`config.mk`:
```
export PLATFORM = sky130hd
export DESIGN_NAME = e203_exu_fpu_fmis_cvtsw_flat
export DESIGN_NICKNAME = d
export VERILOG_FILES = /design/src/rtl/e203_exu_fpu_fmis_cvtsw_if.sv /design/src/rtl/e203_exu_fpu_fmis_cvtsw.sv /design/src/flat_wrapper.sv
export SDC_FILE = /design/constraint.sdc
export NUM_CORES = 1
export LEC_CHECK = 0
export ABC_AREA = 1
export CAP_MARGIN = 20
export CELL_PAD_IN_SITES_DETAIL_PLACEMENT = 2
export CELL_PAD_IN_SITES_GLOBAL_PLACEMENT = 2
export CORE_UTILIZATION = 30
export DETAILED_ROUTE_END_ITERATION = 12
export GPL_ROUTABILITY_DRIVEN = 0
export HOLD_SLACK_MARGIN = 0.06
export PLACE_DENSITY_LB_ADDON = 0.2
export SKIP_LAST_GASP = 1
export SYNTH_ARGS = -nofsm -noshare
export SYNTH_HDL_FRONTEND = slang
export SYNTH_SLANG_ARGS = --single-unit
```
`constraint.sdc`:
```
create_clock -name clk -period 3.7 [get_ports clk]
set_input_delay 0.74 -clock clk [delete_from_list [all_inputs] [get_ports clk]]
set_output_delay 0.74 -clock clk [all_outputs]
set_load 0.03 [all_outputs]
```
`src/rtl/e203_exu_fpu_fmis_cvtsw_if.sv`:
```
// Operand/result handshake bundle for the integer-to-single conversion unit.
// The master side is the producer of operands and consumer of results.
// The slave side is the conversion unit itself.
interface e203_exu_fpu_fmis_cvtsw_if;
    logic        fmis_cvtsw_i_valid;
    logic        fmis_cvtsw_i_ready;
    logic [31:0] fmis_i_rs1;
    logic        flag;
    logic        fmis_cvtsw_o_valid;
    logic        fmis_cvtsw_o_ready;
    logic [31:0] fmis_cvtsw_o_wbck_wdat;
    logic        fmis_cvtsw_o_inexact;

    modport master (
        output fmis_cvtsw_i_valid, fmis_i_rs1, flag, fmis_cvtsw_o_ready,
        input  fmis_cvtsw_i_ready, fmis_cvtsw_o_valid, fmis_cvtsw_o_wbck_wdat,
               fmis_cvtsw_o_inexact
    );

    modport slave (
        input  fmis_cvtsw_i_valid, fmis_i_rs1, flag, fmis_cvtsw_o_ready,
        output fmis_cvtsw_i_ready, fmis_cvtsw_o_valid, fmis_cvtsw_o_wbck_wdat,
               fmis_cvtsw_o_inexact
    );
endinterface

```
`src/rtl/e203_exu_fpu_fmis_cvtsw.sv`:
```
// fcvt.s.w / fcvt.s.wu: 32-bit integer to IEEE-754 binary32, 2-stage pipeline.
// S1 holds {sign, magnitude, leading-zero count}; S2 holds the packed result.
// Optional macro E203_FPU_CVTSW_RNE_EN selects round-to-nearest-even;
// the default build rounds toward zero. Inexact is reported in both builds.
module e203_exu_fpu_fmis_cvtsw (
    input  logic                          clk,
    input  logic                          rst_n,
    e203_exu_fpu_fmis_cvtsw_if.slave      bus
);

    // Stage 1 state
    logic        s1_valid;
    logic        s1_sign;
    logic [31:0] s1_mag;
    logic [4:0]  s1_lz;

    // Stage 2 state
    logic        s2_valid;
    logic [31:0] s2_wdat;
    logic        s2_inexact;

    // Handshake: each stage loads when empty or when its contents leave.
    logic s2_adv;
    logic s1_load;

    assign s2_adv                 = ~s2_valid | bus.fmis_cvtsw_o_ready;
    assign bus.fmis_cvtsw_i_ready = ~s1_valid | s2_adv;
    assign s1_load                = bus.fmis_cvtsw_i_valid & bus.fmis_cvtsw_i_ready;

    assign bus.fmis_cvtsw_o_valid     = s2_valid;
    assign bus.fmis_cvtsw_o_wbck_wdat = s2_wdat;
    assign bus.fmis_cvtsw_o_inexact   = s2_inexact;

    // Front end: sign extraction, absolute value and leading-zero count.
    logic        in_sign;
    logic [31:0] in_mag;
    logic [4:0]  in_lz;

    always_comb begin
        // NOTE: every always_comb output gets a default first so no latch is inferred.
        in_sign = ~bus.flag & bus.fmis_i_rs1[31];
        in_mag  = in_sign ? (~bus.fmis_i_rs1 + 32'd1) : bus.fmis_i_rs1;
        in_lz   = 5'd0;
        // Ascending scan: the highest set bit is the last to write in_lz.
        for (int i = 0; i < 32; i++) begin
            if (in_mag[i]) begin
                in_lz = 5'(31 - i);
            end
        end
    end

    // Back end: normalise, round and pack the S1 contents.
    logic [31:0] norm;
    logic [7:0]  exp_raw;
    logic [22:0] mant;
    logic        guard;
    logic        sticky;
    logic        rnd_inc;
    logic [30:0] mag_rnd;
    logic [31:0] res_wdat;
    logic        res_inexact;

    always_comb begin
        norm    = s1_mag << s1_lz;
        exp_raw = 8'd158 - {3'd0, s1_lz};
        mant    = norm[30:8];
        guard   = norm[7];
        sticky  = |norm[6:0];
`ifdef E203_FPU_CVTSW_RNE_EN
        rnd_inc = guard & (sticky | mant[0]);
`else
        rnd_inc = 1'b0;
`endif
        // A mantissa overflow carries straight into the exponent field.
        mag_rnd = {exp_raw, mant} + {30'd0, rnd_inc};
        if (s1_mag == 32'd0) begin
            res_wdat    = 32'd0;
            res_inexact = 1'b0;
        end else begin
            res_wdat    = {s1_sign, mag_rnd};
            res_inexact = guard | sticky;
        end
    end

    // Stage 1 register: capture the decoded operand on an accepted transfer.
    always_ff @(posedge clk or negedge rst_n) begin
        if (!rst_n) begin
            s1_valid <= 1'b0;
            s1_sign  <= 1'b0;
            s1_mag   <= 32'd0;
            s1_lz    <= 5'd0;
        end else begin
            // NOTE: sequential state uses non-blocking assignments so every flop samples pre-edge values.
            if (bus.fmis_cvtsw_i_ready) begin
                s1_valid <= bus.fmis_cvtsw_i_valid;
            end
            if (s1_load) begin
                s1_sign <= in_sign;
                s1_mag  <= in_mag;
                s1_lz   <= in_lz;
            end
        end
    end

    // Stage 2 register: capture the packed result when S1 advances.
    always_ff @(posedge clk or negedge rst_n) begin
        if (!rst_n) begin
            // NOTE: result data is reset as well so the output bus reads zero during reset.
            s2_valid   <= 1'b0;
            s2_wdat    <= 32'd0;
            s2_inexact <= 1'b0;
        end else if (s2_adv) begin
            s2_valid <= s1_valid;
            if (s1_valid) begin
                s2_wdat    <= res_wdat;
                s2_inexact <= res_inexact;
            end
        end
    end

endmodule

```
`src/flat_wrapper.sv`:
```
// flat-port wrapper written by rule: the top's interface ports become plain ports
module e203_exu_fpu_fmis_cvtsw_flat 
  (clk, rst_n, bus_fmis_cvtsw_i_valid, bus_fmis_i_rs1, bus_flag, bus_fmis_cvtsw_o_ready, bus_fmis_cvtsw_i_ready, bus_fmis_cvtsw_o_valid, bus_fmis_cvtsw_o_wbck_wdat, bus_fmis_cvtsw_o_inexact);
  e203_exu_fpu_fmis_cvtsw_if bus_i ();
  input  logic clk;
  input  logic rst_n;
  input wire logic [$bits(bus_i.fmis_cvtsw_i_valid)-1:0] bus_fmis_cvtsw_i_valid;
  input wire logic [$bits(bus_i.fmis_i_rs1)-1:0] bus_fmis_i_rs1;
  input wire logic [$bits(bus_i.flag)-1:0] bus_flag;
  input wire logic [$bits(bus_i.fmis_cvtsw_o_ready)-1:0] bus_fmis_cvtsw_o_ready;
  output wire logic [$bits(bus_i.fmis_cvtsw_i_ready)-1:0] bus_fmis_cvtsw_i_ready;
  output wire logic [$bits(bus_i.fmis_cvtsw_o_valid)-1:0] bus_fmis_cvtsw_o_valid;
  output wire logic [$bits(bus_i.fmis_cvtsw_o_wbck_wdat)-1:0] bus_fmis_cvtsw_o_wbck_wdat;
  output wire logic [$bits(bus_i.fmis_cvtsw_o_inexact)-1:0] bus_fmis_cvtsw_o_inexact;
  assign bus_i.fmis_cvtsw_i_valid = bus_fmis_cvtsw_i_valid;
  assign bus_i.fmis_i_rs1 = bus_fmis_i_rs1;
  assign bus_i.flag = bus_flag;
  assign bus_i.fmis_cvtsw_o_ready = bus_fmis_cvtsw_o_ready;
  assign bus_fmis_cvtsw_i_ready = bus_i.fmis_cvtsw_i_ready;
  assign bus_fmis_cvtsw_o_valid = bus_i.fmis_cvtsw_o_valid;
  assign bus_fmis_cvtsw_o_wbck_wdat = bus_i.fmis_cvtsw_o_wbck_wdat;
  assign bus_fmis_cvtsw_o_inexact = bus_i.fmis_cvtsw_o_inexact;
  e203_exu_fpu_fmis_cvtsw u_core (.clk(clk), .rst_n(rst_n), .bus(bus_i));
endmodule
```
==> impl_metrics.json, run 1 <==
{
  "grt_pass1_vias": 6184,
  "critPathRequiredTime_ns": 3.94,
  "wirelength_mm": 18.4,
  "antenna_found_initial": 0,
  "antenna_left": 0,
  "synthTopCellsByCount": "nand2_1, o21ai_0, dfrtp_1, inv_1, nor2_1",
  "layout_min_cycle_time_ns": 3.37,
  "yosys.area.top_type": "dfrtp_1",
  "gr-total-overflow": 0,
  "wl_met1_mm": 8.34,
  "p_int_uw": 2150,
  "p_leak_uw": 0.00306,
  "core-area_sq_um": 17400,
  "worst_pin_slew_ns": 0.920,
  "relSlewSlack_pct": 38.7,
  "synth_most_common_cell": "nand2_1",
  "multi_input_area_sq_um": 3100,
  "finalSetupViolations": 0,
  "fillers": 2146,
  "combPwrFrac_pct": 44.5,
  "ctsRootBufferMaster": "clkbuf_16",
  "rsz0062_at_grt": "false",
  "io_pins": 72,
  "rr_endpoint": "u_core.bus.fmis_cvtsw_o_wbck_wdat[6]$_DFFE_PN0P_",
  "cts_resized": 0,
  "fin_util_pct": 38.4,
  "synth_seq_area_share_pct": 33.9,
  "max_cap_viol_count": 0,
  "wl_per_cell_microns": 16.6,
  "fmax_mhz": 297,
  "async_flop_share_pct": 100,
  "fin_area_sq_um": 6690,
  "postCtsSetupRepairBufs": 0,
  "crit_chain": "clkdlybuf4s50_1 > inv_1 > ha_2 > nand3_2 > nor2_2 > nand2_1 > nor3_2 > nand2_1 > nor3_2 > nand3_1 > o21ai_2 > o21ai_1 > o21bai_1 > xor2_1 > nand2_1 > inv_1 > nand2_1 > nand2_1 > nand2_1 > nand2_1 > nand2_1",
  "grt_pass1_wl_mm": 31.2,
  "cp_common_cell": "nand2_1",
  "grt_use_total_pct": 21.4,
  "p_seq_share_pct": 31.5,
  "die_x_microns": 136,
  "r2r-start": "u_core.s1_mag[24]$_DFFE_PN0P_",
  "p_sw_uw": 1570,
  "io_buffer_count": 71,
  "crit_family": "simple AND/OR/NAND/NOR gates",
  "grt_max_degree": 74,
  "fin_crit_sh_pct": 91.0,
  "synth_nets": 862,
  "ys_seq_elements": 73,
  "status": "finished clean",
  "synth.distinct_cells": 44,
  "area_growth_pct": 24.3,
  "synth_ff_type": "dfrtp_1",
  "htree_levels": 3,
  "dr_wl_met2_mm": 9.16,
  "swShare_pct": 42.3,
  "hp-start": "u_core.bus.fmis_cvtsw_o_wbck_wdat[31]$_DFFE_PN0P_",
  "crit_fanout": 4,
  "num_rows": 48,
  "post_dp_cell_area_sq_um": 6370,
  "hpwlAfterDp_mm": 15.0,
  "dp_slack_ns": -0.0868,
  "cts.clk_slew.worst_paths_ns": 0.06,
  "pwr-share-clk_pct": 24.0,
  "path_buf_inv": 3,
  "hold_depth": 2,
  "num_antenna_cells": 0,
  "wl_met3_microns": 416,
  "cpMaxStageDelayCell": "clkdlybuf4s50_1",
  "r2r_setup_slack_ns": 0.91,
  "crit_type": "in -> reg",
  "clockBufferDepth": 2,
  "routed.top_layer": "met4",
  "clk-insertion-delay-late_ns": 0.34,
  "synth_cells": 822,
  "synth_edf_count": 0,
  "drc": 0,
  "firstDrtPassIters": 4,
  "die_area_sq_um": 18500,
  "hold_viol": 0,
  "fin_nets": 923,
  "arrival_ns": 3.61,
  "holdPathEnd": "u_core.bus.fmis_cvtsw_o_wbck_wdat[31]$_DFFE_PN0P_",
  "via_count": 5685,
  "powerDensity_nw_per_um2": 556,
  "drive_above_1_share_pct": 8.00,
  "maxSlewViolCount": 0,
  "fin_skew_ns": 0.00530,
  "cts_tree": "yes",
  "holdCritPathClass": "reg -> reg",
  "yosysWarnings": 0,
  "synth.cell_area_sq_um": 5390,
  "synthTopCellsByArea": "dfrtp_1, nand2_1, o21ai_0",
  "ff2ff_path_depth": 6,
  "drt-vias-per-instance": 5.11,
  "numCtsBuffers": 9,
  "start_kind": "primary input",
  "setup_ws_ns": 0.332,
  "yosysTopAreaCellShare_pct": 33.9,
  "critical_path.endpoint_type": "flop",
  "seqCellArea_sq_um": 1830,
  "peakVddDrop_mv": 0.303,
  "initial_core_util_pct": 30.9,
  "cts.sinks": 73,
  "synth_area_per_cell_sq_um": 6.55,
  "die_h_microns": 136,
  "slowest_delay_ns": 0.45,
  "drtIter0Drc": 190,
  "hold_buffers": 0
}
cell type report:
cell class | count | area share (%)
flip-flops and latches | 73 | 27.3
multi-input cells | 624 | 46.4
well taps | 225 | 4.21
clock buffers | 10 | 3.57
clock inverters | 6 | 0.991
inverters | 84 | 4.71
repair buffers | 91 | 12.8
cells by family (layout without fill, tap and decap cells):
logic type | after synthesis | count (layout) | synth area share, %
xor+xnor | 22 | 22 | 3.86
flops | 73 | 73 | 33.9
simple gates | 424 | 424 | 33.6
mux | 6 | 6 | 1.12
fa+ha+maj | 3 | 3 | 0.697
compound gates | 169 | 169 | 18.1
buf+inv | 125 | 191 | 8.76
per-stage QoR:
stage	std cells	hold slack [ns]	TNS [ns]	total power, uW
3_5_place_dp	1097	0.471	-0.265	2850
2_1_floorplan	822	0.442	0	2160
6_report	1113	0.483	0	3720
5_1_grt	1113	0.518	0	3980
3_3_place_gp	1097	0.462	0	2780
4_1_cts	1113	0.487	0	3760
how the worst max path moves through the flow:
stage | cells past startpoint | from | endpoint
4_1_cts | 17 | bus_fmis_i_rs1[2] | u_core.s1_lz[2]$_DFFE_PN0P_
5_1_grt | 33 | bus_fmis_i_rs1[1] | u_core.s1_lz[0]$_DFFE_PN0P_
6_report | 21 | bus_fmis_i_rs1[1] | u_core.s1_lz[0]$_DFFE_PN0P_
3_3_place_gp | 21 | bus_fmis_i_rs1[1] | u_core.s1_lz[0]$_DFFE_PN0P_
2_1_floorplan | 20 | bus_fmis_i_rs1[0] | u_core.s1_lz[0]$_DFFE_PN0P_
3_5_place_dp | 17 | bus_fmis_i_rs1[2] | u_core.s1_lz[2]$_DFFE_PN0P_
worst register-to-register path: stages, from the launching register on:
cell and delay (ns):
dfrtp_1 0.43, nor4_1 0.36, nand4_1 0.22, o21ai_0 0.69, nor2_1 0.37, inv_1 0.40, o21ai_0 0.17
sequential cells by signal (all words and copies together), names as in the netlist:
name	flops
u_core.s1_valid	1
u_core.s1_lz	5
u_core.bus.fmis_cvtsw_o_valid	1
u_core.bus.fmis_cvtsw_o_inexact	1
u_core.bus.fmis_cvtsw_o_wbck_wdat	32
u_core.s1_mag	32
u_core.s1_sign	1
metal layers:
layer	track usage [%]	up-vias
li1	-	2817
met1	26.1	2750
met2	38.1	89
met3	2.76	29
met4	8.33	0
met5	0	-
power groups by stage:
stage / Clock (uW) / Sequential, uW / Combinational (uW)
global placement: 0 / 1170 / 1610
detailed placement: 0 / 1190 / 1660
global route: 947 / 1200 / 1830
CTS: 914 / 1180 / 1680
finish: 893 / 1170 / 1650
floorplan: 0 / 1420 / 745
cells in the final DEF, fill, tap and decap left out, types with 12 or more instances in the layout:
cell	n
o211ai_1	14
inv_1	73
clkdlybuf4s50_1	70
nand3_1	40
nor4_1	12
nand2_1	274
dfrtp_1	73
nor2_1	60
xor2_1	14
buf_4	21
o21ai_0	112
No activity file was read; power rests on OpenSTA's default activity.
==> inputs of run 2 (changes only) <==
- ABC_CLOCK_PERIOD_IN_PS: not set -> 3700
==> results of run 2 <==
The final DEF is identical to that of run 1; final timing and power are the same.
==> inputs of run 3 (changes only) <==
- CORE_UTILIZATION: 30 -> 33
==> run 3 against run 2 <==
Die area fell by 9.0%. Clock power fell by 1%. Final cell count decreased by 0.81%. Sequential power about the same. Global-route usage is 3.4 points higher.
==> impl_metrics.json, run 3 (synthesized netlist as in run 1, its figures left out) <==
{
  "layout_commonest_cell": "nand2_1",
  "hpwlAfterDp_mm": 15.3,
  "powerDensity_nw_per_um2": 560,
  "fin_skew_ns": 0.0106,
  "layout_min_cycle_time_ns": 3.38,
  "multi_input_area_sq_um": 3130,
  "final_cell_mix": "nand2_1, o21ai_0, inv_1, dfrtp_1, clkdlybuf4s50_1",
  "critical_path.endpoint_type": "flop",
  "clockBufferDepth": 2,
  "grt_pass1_vias": 6422,
  "die_h_microns": 130,
  "critPathRequiredTime_ns": 3.98,
  "arrival_ns": 3.66,
  "wl_met1_mm": 8.35,
  "grt_pass1_wl_mm": 32.5,
  "cp_common_cell": "nand2_1",
  "maxSlewViolCount": 0,
  "numCtsBuffers": 9,
  "drt-vias-per-instance": 5.32,
  "die_x_microns": 130,
  "fin_util_pct": 42.2,
  "num_antenna_cells": 0,
  "max_cap_viol_count": 0,
  "fillers": 1952,
  "cpMaxStageDelayCell": "clkdlybuf4s50_1",
  "rsz0062_at_grt": "true",
  "via_count": 5876,
  "ctsRootBufferMaster": "clkbuf_16",
  "antenna_left": 0,
  "routed.top_layer": "met4",
  "crit_family": "simple AND/OR/NAND/NOR gates",
  "fmax_mhz": 296,
  "wl_per_cell_microns": 17.9,
  "p_leak_uw": 0.00307,
  "relSlewSlack_pct": 37.0,
  "cts.sinks": 73,
  "peakVddDrop_mv": 0.208,
  "drive_above_1_share_pct": 8.56,
  "io_pins": 72,
  "dr_wl_met2_mm": 10.0,
  "path_buf_inv": 3,
  "setup_ws_ns": 0.317,
  "status": "finished clean",
  "worst_pin_slew_ns": 0.945,
  "firstDrtPassIters": 4,
  "crit_type": "in -> reg",
  "fin_crit_sh_pct": 91.4,
  "dp_slack_ns": -0.190,
  "cts_tree": "yes",
  "crit_fanout": 5,
  "grt_max_degree": 74,
  "drtIter0Drc": 183,
  "drc": 0,
  "slowest_delay_ns": 0.46,
  "finalSetupViolations": 0,
  "core-area_sq_um": 15900,
  "wl_met3_microns": 510,
  "grt_use_total_pct": 24.8,
  "clk-insertion-delay-late_ns": 0.34,
  "die_area_sq_um": 16800,
  "initial_core_util_pct": 33.9,
  "hold_buffers": 0,
  "crit_chain": "clkdlybuf4s50_1 > inv_1 > ha_2 > nand3_2 > nor2_2 > nand2_1 > nor3_2 > nand2_1 > nor3_2 > nand3_1 > o21ai_2 > o21ai_1 > xor2_1 > inv_2 > nand2_1 > nor3_1 > nand3_1 > nor3_2 > nand3_1 > nand2_1",
  "htree_levels": 3,
  "num_rows": 46,
  "io_buffer_count": 71,
  "hold_viol": 0,
  "holdCritPathClass": "reg -> reg",
  "cts.clk_slew.worst_paths_ns": 0.06,
  "gr-total-overflow": 0,
  "start_kind": "primary input",
  "wirelength_mm": 19.7,
  "fin_nets": 923,
  "seqCellArea_sq_um": 1830,
  "area_growth_pct": 24.3,
  "antenna_found_initial": 0
}
-- run 3: changes by cell type in the layout (fill, tap and decap cells not counted), sizes merged --
cell and change:
clkinvlp -1, inv +1
-- run 3: cell type report --
type | instances | share of cell area (%)
Sequential cell | 73 | 27.3
Tap cell | 216 | 4.04
Clock inverter | 6 | 1.01
Multi-Input combinational cell | 624 | 46.8
Timing Repair Buffer | 91 | 12.8
Clock buffer | 10 | 3.42
Inverter | 84 | 4.71
-- run 3: final timing paths --
check	start	end	slack, ns	cells past startpoint
max	bus_fmis_i_rs1[1]	u_core.s1_lz[4]$_DFFE_PN0P_	0.32	20
max in group asynchronous	rst_n	u_core.s1_mag[15]$_DFFE_PN0P_	2.46	2
min	u_core.bus.fmis_cvtsw_o_wbck_wdat[29]$_DFFE_PN0P_	u_core.bus.fmis_cvtsw_o_wbck_wdat[29]$_DFFE_PN0P_	0.49	2
max reg2reg	u_core.s1_mag[24]$_DFFE_PN0P_	u_core.bus.fmis_cvtsw_o_wbck_wdat[14]$_DFFE_PN0P_	0.92	6
min in group asynchronous	rst_n	u_core.bus.fmis_cvtsw_o_wbck_wdat[29]$_DFFE_PN0P_	0.62	2
min reg2reg	u_core.bus.fmis_cvtsw_o_wbck_wdat[29]$_DFFE_PN0P_	u_core.bus.fmis_cvtsw_o_wbck_wdat[29]$_DFFE_PN0P_	0.49	2
-- run 3: metrics by stage --
stage / instance area [sq um] / total power (uW) / hold WS, ns / TNS (ns) / instances
2_1_floorplan: 5390 / 2160 / 0.442 / 0 / 822
3_5_place_dp: 6350 / 2860 / 0.480 / -0.614 / 1087
5_1_grt: 6700 / 3990 / 0.512 / -0.0651 / 1104
3_3_place_gp: 6350 / 2770 / 0.461 / 0 / 1087
6_report: 6700 / 3750 / 0.489 / 0 / 1104
4_1_cts: 6640 / 3770 / 0.495 / 0 / 1103
-- run 3: report_power, final --
part	internal, uW	total (uW)	switching [uW]
Combinational	603	1700	1100
Clock	525	882	358
Sequential	1010	1170	158
-- run 3: routing by layer --
metal,track usage [%],up-vias
li1,-,2807
met4,12.5,0
met5,0,-
met2,45.3,130
met1,28.9,2885
met3,2.21,54
-- run 3: tightest hold or removal path, cell delays in order, from the launching register on --
cell and delay [ns]:
dfrtp_1 0.34, nand2_1 0.05, nand2_1 0.06
-- run 3: repair_timing --
action | in CTS | in global routing
buffers inserted | 0 | 1
setup endpoints to repair | 0 | 5
gates resized for setup | 0 | 10
